### config.mk
export PLATFORM = sky130hd
export DESIGN_NAME = tamagotchi_scheduler
export DESIGN_NICKNAME = d
export VERILOG_FILES = /design/src/rtl/tamagotchi_scheduler.sv
export SDC_FILE = /design/constraint.sdc
export NUM_CORES = 1
export LEC_CHECK = 0
export CAP_MARGIN = 20
export CORE_UTILIZATION = 40
export CTS_BUF_LIST = sky130_fd_sc_hd__clkbuf_4 sky130_fd_sc_hd__clkbuf_8
export CTS_CLUSTER_DIAMETER = 60
export CTS_CLUSTER_SIZE = 24
export DETAILED_ROUTE_END_ITERATION = 8
export SYNTH_ARGS = -nofsm -noshare
export SYNTH_HDL_FRONTEND = slang
export SYNTH_SLANG_ARGS = --single-unit
### constraint.sdc
create_clock -name clk -period 2.8 [get_ports clk]
set_clock_uncertainty 0.15 [all_clocks]
set_input_delay 0.42 -clock clk [delete_from_list [all_inputs] [get_ports clk]]
set_output_delay 0.42 -clock clk [all_outputs]
set_load 0.01 [all_outputs]
### src/rtl/tamagotchi_scheduler.sv
// Stat-update command sequencer for the tamagotchi datapath.
// Care button edges and per-stat decay timers become one arbitrated valid/ready command stream.
module tamagotchi_scheduler #(
    parameter int unsigned TICK_DIV        = 50_000_000,
    parameter int unsigned DECAY_SALUD     = 120,
    parameter int unsigned DECAY_ENERGIA   = 100,
    parameter int unsigned DECAY_HAMBRE    = 70,
    parameter int unsigned DECAY_DIVERSION = 50
) (
    input  logic       clk,
    input  logic       btn_reset,
    input  logic       btn_salud,
    input  logic       btn_energia,
    input  logic       btn_hambre,
    input  logic       btn_diversion,
    input  logic       btn_test,
    input  logic       ledsign,
    output logic       cmd_valid,
    input  logic       cmd_ready,
    output logic [1:0] cmd_stat,
    output logic [1:0] cmd_op,
    output logic       test_mode,
    output logic [1:0] sel_stat,
    output logic       tick
);

    localparam int unsigned PW       = $clog2(TICK_DIV);
    localparam int unsigned MaxSE    = (DECAY_SALUD > DECAY_ENERGIA) ? DECAY_SALUD : DECAY_ENERGIA;
    localparam int unsigned MaxHD    = (DECAY_HAMBRE > DECAY_DIVERSION) ? DECAY_HAMBRE
                                                                       : DECAY_DIVERSION;
    localparam int unsigned DecayMax = (MaxSE > MaxHD) ? MaxSE : MaxHD;
    localparam int unsigned DW       = $clog2(DecayMax + 1);

    localparam logic [1:0] StatEnergia = 2'd1;

    typedef enum logic [1:0] {
        OpInc    = 2'd0,
        OpDec    = 2'd1,
        OpSetMin = 2'd2,
        OpSetMax = 2'd3
    } op_e;

    typedef enum logic [0:0] {
        StIdle = 1'b0,
        StOut  = 1'b1
    } state_e;

    function automatic logic [DW-1:0] decay_last(input int unsigned s);
        case (s)
            0:       decay_last = DW'(DECAY_SALUD - 1);
            1:       decay_last = DW'(DECAY_ENERGIA - 1);
            2:       decay_last = DW'(DECAY_HAMBRE - 1);
            default: decay_last = DW'(DECAY_DIVERSION - 1);
        endcase
    endfunction

    state_e             state_q, state_d;
    logic [1:0]         cmd_stat_q, cmd_stat_d;
    op_e                cmd_op_q, cmd_op_d;
    logic [1:0]         rr_ptr_q, rr_ptr_d;
    logic [1:0]         sel_stat_q, sel_stat_d;
    logic [4:0]         btn_q, btn_d;
    logic [PW-1:0]      presc_q, presc_d;
    logic [3:0][DW-1:0] dcnt_q, dcnt_d;
    logic [3:0]         care_pend_q, care_pend_d;
    logic [3:0]         decay_pend_q, decay_pend_d;
    logic [3:0]         tog_q, tog_d;
    logic               test_mode_q, test_mode_d;

    logic [4:0] btn_rise;
    logic [3:0] care_evt, dec_fire, cand, grant_oh;
    logic       test_evt, freeze, tick_int, care_cls, load, grant_valid;
    logic [1:0] grant_stat, rr_idx;
    op_e        grant_op;

    // Bit order: salud, energia, hambre, diversion, test.
    assign btn_d = {btn_test, btn_diversion, btn_hambre, btn_energia, btn_salud};

    always_comb begin
        btn_rise = btn_d & ~btn_q;
        care_evt = btn_rise[3:0];
        if (!ledsign) begin
            care_evt[StatEnergia] = 1'b0;
        end
        test_evt = btn_rise[4] & ~test_mode_q;
        freeze   = test_mode_q | test_evt;
    end

    assign tick_int = ~test_mode_q & (presc_q == PW'(TICK_DIV - 1));

    always_comb begin
        presc_d  = presc_q;
        dcnt_d   = dcnt_q;
        dec_fire = '0;
        if (!freeze) begin
            presc_d = tick_int ? '0 : presc_q + 1'b1;
        end
        if (tick_int && !test_evt) begin
            for (int unsigned s = 0; s < 4; s++) begin
                // Energia recovers only while the pet sleeps; otherwise its timer holds.
                if (s != 1 || !ledsign) begin
                    if (dcnt_q[s] == decay_last(s)) begin
                        dcnt_d[s]   = '0;
                        dec_fire[s] = 1'b1;
                    end else begin
                        dcnt_d[s] = dcnt_q[s] + 1'b1;
                    end
                end
            end
        end
    end

    always_comb begin
        care_cls    = |care_pend_q;
        cand        = care_cls ? care_pend_q : (test_evt ? 4'b0000 : decay_pend_q);
        grant_valid = |cand;
        grant_stat  = '0;
        rr_idx      = '0;
        // Walk from the farthest slot back to the pointer so the nearest request wins.
        for (int i = 3; i >= 0; i--) begin
            rr_idx = rr_ptr_q + 2'(i);
            if (cand[rr_idx]) begin
                grant_stat = rr_idx;
            end
        end
        grant_op = OpInc;
        if (care_cls) begin
            if (test_mode_q) begin
                grant_op = tog_q[grant_stat] ? OpSetMax : OpSetMin;
            end else begin
                grant_op = (grant_stat == StatEnergia) ? OpDec : OpInc;
            end
        end else begin
            grant_op = (grant_stat == StatEnergia) ? OpInc : OpDec;
        end
        load     = (state_q == StIdle) | cmd_ready;
        grant_oh = (load && grant_valid) ? (4'b0001 << grant_stat) : 4'b0000;
    end

    always_comb begin
        // New requests are OR-ed in after the grant clear, so a same-cycle request survives.
        care_pend_d  = (care_pend_q & ~(care_cls ? grant_oh : 4'b0000)) | care_evt;
        decay_pend_d = freeze ? 4'b0000
                              : (decay_pend_q & ~(care_cls ? 4'b0000 : grant_oh)) | dec_fire;
        tog_d = tog_q;
        if (test_evt) begin
            tog_d = '0;
        end else if (test_mode_q && care_cls) begin
            tog_d = tog_q ^ grant_oh;
        end
        test_mode_d = test_mode_q | test_evt;
        sel_stat_d  = sel_stat_q;
        for (int s = 3; s >= 0; s--) begin
            if (care_evt[s]) begin
                sel_stat_d = 2'(s);
            end
        end
    end

    always_comb begin
        state_d    = state_q;
        cmd_stat_d = cmd_stat_q;
        cmd_op_d   = cmd_op_q;
        rr_ptr_d   = rr_ptr_q;
        case (state_q)
            StIdle:  if (grant_valid) state_d = StOut;
            StOut:   if (cmd_ready && !grant_valid) state_d = StIdle;
            default: state_d = StIdle;
        endcase
        if (load && grant_valid) begin
            cmd_stat_d = grant_stat;
            cmd_op_d   = grant_op;
            rr_ptr_d   = grant_stat + 2'd1;
        end
    end

    always_ff @(posedge clk or negedge btn_reset) begin
        if (!btn_reset) begin
            state_q      <= StIdle;
            cmd_stat_q   <= '0;
            cmd_op_q     <= OpInc;
            rr_ptr_q     <= '0;
            sel_stat_q   <= '0;
            btn_q        <= '0;
            presc_q      <= '0;
            dcnt_q       <= '0;
            care_pend_q  <= '0;
            decay_pend_q <= '0;
            tog_q        <= '0;
            test_mode_q  <= 1'b0;
        end else begin
            state_q      <= state_d;
            cmd_stat_q   <= cmd_stat_d;
            cmd_op_q     <= cmd_op_d;
            rr_ptr_q     <= rr_ptr_d;
            sel_stat_q   <= sel_stat_d;
            btn_q        <= btn_d;
            presc_q      <= presc_d;
            dcnt_q       <= dcnt_d;
            care_pend_q  <= care_pend_d;
            decay_pend_q <= decay_pend_d;
            tog_q        <= tog_d;
            test_mode_q  <= test_mode_d;
        end
    end

    assign cmd_valid = (state_q == StOut);
    assign cmd_stat  = cmd_stat_q;
    assign cmd_op    = cmd_op_q;
    assign test_mode = test_mode_q;
    assign sel_stat  = sel_stat_q;
    assign tick      = tick_int;

endmodule

# After elaboration in Yosys (flattened, before gate mapping)
# Index checks and enable logic that the tools add are counted.
[word_totals]
regBits = 81
inputBits = 9
output_inout_bits = 9
[classes]
n_addsub = 9
magnitude_cmp = 5
n_eq_ne = 6
shifts = 1
n_mux = 51
bitwise_logic = 16
n_reduce_logical = 11
[ops]
columns = ["operator", "count"]
rows = [
  ["two-way mux 7 bit", 9],
  ["two-way mux 4 bit", 9],
  ["adder 7 x 1 -> 7 bit, second input constant", 4],
  ["equality test 7 bit", 4],
  ["adder 26 x 1 -> 26 bit, second input constant", 1],
  ["equality test 26 bit, second input constant", 1],
  ["two-way mux 26 bit", 1],
  ["two-way mux 2 bit", 10],
  ["two-way mux 1 bit", 16],
  ["less-than comparator 2 x 3 -> 1 bit, second input constant", 5],
  ["binary-select mux 1 bit (select 2 bit)", 5],
  ["AND 4 bit", 2],
  ["inverter 4 bit", 2],
  ["bitwise OR 4 bit", 2],
  ["OR reduction 4 bit", 2],
  ["AND 5 bit", 1],
  ["inverter 5 bit", 1],
  ["adder 2 x 1 -> 2 bit, second input constant", 2],
  ["adder 2 bit, second input constant", 2],
  ["logical AND 1 bit", 4],
  ["nonzero test 4 bit", 1],
  ["<< shifter 1 x 2 -> 4 bit, first input constant", 1],
  ["bitwise XOR 4 bit", 1],
  ["inverter 1 bit", 3],
  ["7 further kinds", 10],
]

# Longest topological paths before layout
[depth]
word_depth = 18
ltp_mapped = 8

# Worst setup path after synthesis
# No wires, ideal clock.
[synth_timing]
path_kind = "reg-to-reg"
startpoint = "register test_mode_q (netlist: test_mode)"
endpoint = "register dcnt_q[8] (netlist bit)"
setup_time_ns = 0.125
arrival_ns = 2.141
required_ns = 2.525
path_slack_ns = 0.385
path_stages_with_launch = 8
synth_period_minus_slack_ns = 2.415
cell_sequence = "dfrtp_1 -> buf_2 -> nor3_2 -> nand3_2 -> or4_1 -> buf_4 -> nor2_1 -> mux2_2"
[synth_between]
elab_chain_len = 5
elab_cells_between_ends = 6
[synth_lines]
columns = ["item", "line", "source"]
rows = [
  ["start: declaration", "68", "logic test_mode_q, test_mode_d;"],
  ["start signal: assignment", "203", "test_mode_q <= test_mode_d;"],
  ["inverter 1 bit (*)", "85, 89", ""],
  ["AND 1 bit", "85", "test_evt = btn_rise[4] & ~test_mode_q;"],
  ["zero test 1 bit", "98", "if (tick_int && !test_evt) begin"],
  ["logical AND 1 bit (*)", "98", ""],
  ["AND reduction 2 bit (no source line) (*)", "-", ""],
  ["end signal: assignment", "199", "dcnt_q <= dcnt_d;"],
  ["end: declaration", "64", "logic [3:0][DW-1:0] dcnt_q, dcnt_d;"],
]
# Mark *: on every way between the ends. The rest lies on a longest branch, timed or not.
# A chain may end at the register's enable or synchronous reset.

# Worst setup path after layout
[layout_timing]
startpoint = "input btn_test"
endpoint = "register decay_pend_q[2]"
[layout_between]
elab_chain_len = 17
elab_cells_between_ends = 29
[layout_lines]
columns = ["item", "line", "source"]
rows = [
  ["start: declaration", "16", "input logic btn_test,"],
  ["AND 5 bit (*)", "80", "btn_rise = btn_d & ~btn_q;"],
  ["AND 1 bit (*)", "85", ""],
  ["two-way mux 4 bit (2 in a row)", "115", "cand = care_cls ? care_pend_q : (test_evt ? 4'b0000 : decay_pend_q);"],
  ["binary-select mux 1 bit (select 2 bit)", "122", "if (cand[rr_idx]) begin"],
  ["two-way mux 1 bit (not written as such)", "122", ""],
  ["two-way mux 2 bit (4 in a row)", "122", ""],
  ["<< shifter 1 x 2 -> 4 bit", "137", "grant_oh = (load && grant_valid) ? (4'b0001 << grant_stat) : 4'b0000;"],
  ["two-way mux 4 bit", "137", ""],
  ["two-way mux 4 bit", "144", ": (decay_pend_q & ~(care_cls ? 4'b0000 : grant_oh)) | dec_fire;"],
  ["inverter 4 bit", "144", ""],
  ["AND 4 bit", "144", ""],
  ["bitwise OR 4 bit", "144", ""],
  ["two-way mux 4 bit (*)", "143", "decay_pend_d = freeze ? 4'b0000"],
  ["via decay_pend_d[2]", "66", "logic [3:0] decay_pend_q, decay_pend_d;"],
  ["end signal: assignment", "201", "decay_pend_q <= decay_pend_d;"],
  ["end: declaration", "66", ""],
]
# Mark *: on every way through the listed nets, which the timed path passes. The rest lies on a longest branch. The select of a mux whose other input is x is not followed.

==> impl_metrics.tcl <==
set metrics [dict create \
    area_delta_synth_final_pct 19.69 \
    finalSetupViolations 0 \
    core_um2 10280 \
    first_iter_violations 191 \
    synth_nets 424 \
    vias 3183 \
    arrival_ps 2700 \
    grt_max_degree 82 \
    cellLeakagePower_nw 2.123 \
    p_per_area_nw_per_um2 674.4 \
    wl_um 8605 \
    worstSkewPairLatency_ps 360 \
    fmax_ghz 0.3820 \
    dp_hpwl_um 6111 \
    yosys.area.top_type "dfrtp_1" \
    p_total_mw 3.411 \
    worstHoldPathType "reg2reg" \
    final_layout_size_suffix_gt1_share_pct 17.38 \
    antenna_cells 0 \
    dpl_cell_area_um2 4768 \
    grt_pass1_wl_um 15390 \
    cts_tree "yes" \
    cap_viol_max_count 0 \
    utilization_pct 49.21 \
    antenna_found_initial 0 \
    detail-route-antenna-nets 0 \
    fin_tns_setup_ps 0 \
    drcViolationCount 0 \
    cts_root_buffer "clkbuf_8" \
    design_area_um2 5057 \
    finalWeightedCongestion 0.8081 \
    grt_remaining_overflow 0 \
    track_usage_pct 17.44 \
    avgRoutedWirePerCell_um 14.29 \
    synth_edf_count 0 \
    syn_inst 408 \
    rsz0062_at_grt "no" \
    crit_path_max_fanout 9 \
    cp.required_ps 2880 \
    vdd.ir_drop.worst_v 0.0003552 \
    setup_ws_ps 182.2 \
    stdcell_count 602 \
    synthFlopType "dfrtp_1" \
    synthDistinctLibCells 66 \
    ys_ff_latch 81 \
    synth_top_area_share_pct 47.97 \
    portBuffers 17 \
    whs_ps 318.2 \
    grt_pass1_vias 3264 \
    status "finished, final reports clean" \
    slew_headroom_pct 48.32 \
    crit_path_start_kind "input port" \
    slew_violations 0 \
    rows 37 \
    period_minus_slack_ps 2618 \
    critPathKind "in2reg" \
    htreeDepth 3 \
    cts_buffers 9 \
    die_area_um2 10980 \
    synth.avg_cell_area_um2 10.36 \
    die_w_um 104.8 \
    synth_area_um2 4225 \
    yosysWarnings 0 \
    drt-vias-per-instance 5.287 \
    ios 18 \
    die_y_um 104.8 \
    clock-sinks 81 \
    ys_async_sr_fraction_pct 100.0 \
    place_ws_ps -182.8 \
    ys_seq_area_share_pct 47.97 \
    cts_buffer_depth 2 \
    drtPass1Iterations 4 \
    finalHoldViolCount 0 \
    nNetsFinal 477 \
    path_clk_slew_ps 80 \
    dp.cells 583 \
    period_share_pct 93.49 \
    synth.area.top_cells "dfrtp_1 (48%), xnor2_1 (4.4%), nand2_1 (3.6%)" \
    end_kind "flop" \
    worst-slew-pin-transition_ps 769.3 \
    initial_core_util_pct 41.11 \
]
## worst max-delay path: stages
cell             delay, ps
clkdlybuf4s50_1        530
or3b_1                 470
a21o_1                 230
a211oi_1               350
o22ai_2                250
o31ai_1                350
a21oi_1                100
## cell usage in the layout, fill, tap and decap left out, types with 6 or more instances in the layout
master | Yosys | final
a21oi_1 | 6 | 6
buf_4 | 2 | 34
clkbuf_8 | 0 | 10
clkdlybuf4s50_1 | 0 | 15
dfrtp_1 | 81 | 81
ha_1 | 7 | 6
inv_1 | 9 | 9
nand2_1 | 41 | 41
nand2b_1 | 7 | 7
nand3_1 | 18 | 17
nand4_1 | 12 | 12
nor2_1 | 35 | 35
nor3_1 | 17 | 16
o21ai_0 | 22 | 22
o31ai_1 | 8 | 8
or3_1 | 6 | 6
xnor2_1 | 21 | 21
xor2_1 | 14 | 14
## cell usage after synthesis, drive strengths merged (6+ instances only)
library cell / count
o31ai: 10
nand4: 13
o21ai: 27
dfrtp: 81
xnor2: 21
nor3: 18
nor2: 35
ha: 7
nor4b: 6
a21oi: 7
nand3: 19
xor2: 14
nor4: 9
nand2b: 7
inv: 10
or3: 6
buf: 7
nand2: 41
## layer usage
metal	part of all wire (%)	vias up	GRT usage, %
met4	1.3	0	5.634
li1	-	1594	-
met1	51	1537	23.98
met3	3.3	8	4.180
met5	0	-	0
met2	45	44	27.11
## layout make-up
| type | count | area [um2] |
|---|---|---|
| Tap cell | 136 | 170.2 |
| Sequential cell | 81 | 2027 |
| Timing Repair Buffer | 52 | 447.9 |
| Fill cell | 982 | 5220 |
| Multi-Input combinational cell | 307 | 2146 |
| Clock buffer | 12 | 152.6 |
| Clock inverter | 4 | 76.32 |
| Inverter | 10 | 37.54 |
## report_power, final
part	switching (mW)	leakage [nW]	internal, mW
combinational	0.494	0.983	0.489
sequential	0.165	1.03	1.30
clock	0.416	0.114	0.549
## path summary, 6_finish.rpt
path                             startpoint               to  slack (ps)  depth (start not counted)
max in group asynchronous         btn_reset        cmd_op[0]        1670                          3
worst max-delay path               btn_test  decay_pend_q[2]         180                          7
worst max register to register  presc_q[11]  decay_pend_q[0]         190                          7
worst min-delay path             dcnt_q[27]       dcnt_q[27]         320                          1
worst min register to register   dcnt_q[27]       dcnt_q[27]         320                          1
min in group asynchronous         btn_reset        dcnt_q[4]         480                          3
## logic make-up after synthesis
logic type | synth area share (%)
multiplexers | 1.984
XOR/XNOR | 7.255
AO/OA/AOI/OAI | 13.44
flip-flops | 47.97
adder cells (fa/ha/maj) | 2.073
buffers and inverters | 2.220
AND/OR/NAND/NOR | 25.05
## repair_timing
item	CTS	global route
setup endpoints to repair	1	11
buffers inserted	0	2
pin swaps	0	1
hold buffers	1	0
hold endpoints to repair	81	0
gates resized for setup	4	3
## sequential cells by signal (all words and copies together), names as in the netlist
signal / count
rr_ptr_q: 2
btn_q: 5
cmd_valid: 1
cmd_stat: 2
tog_q: 4
dcnt_q: 28
decay_pend_q: 4
presc_q: 26
care_pend_q: 4
test_mode: 1
cmd_op: 2
sel_stat: 2
Power figures use the tool's default switching activity.
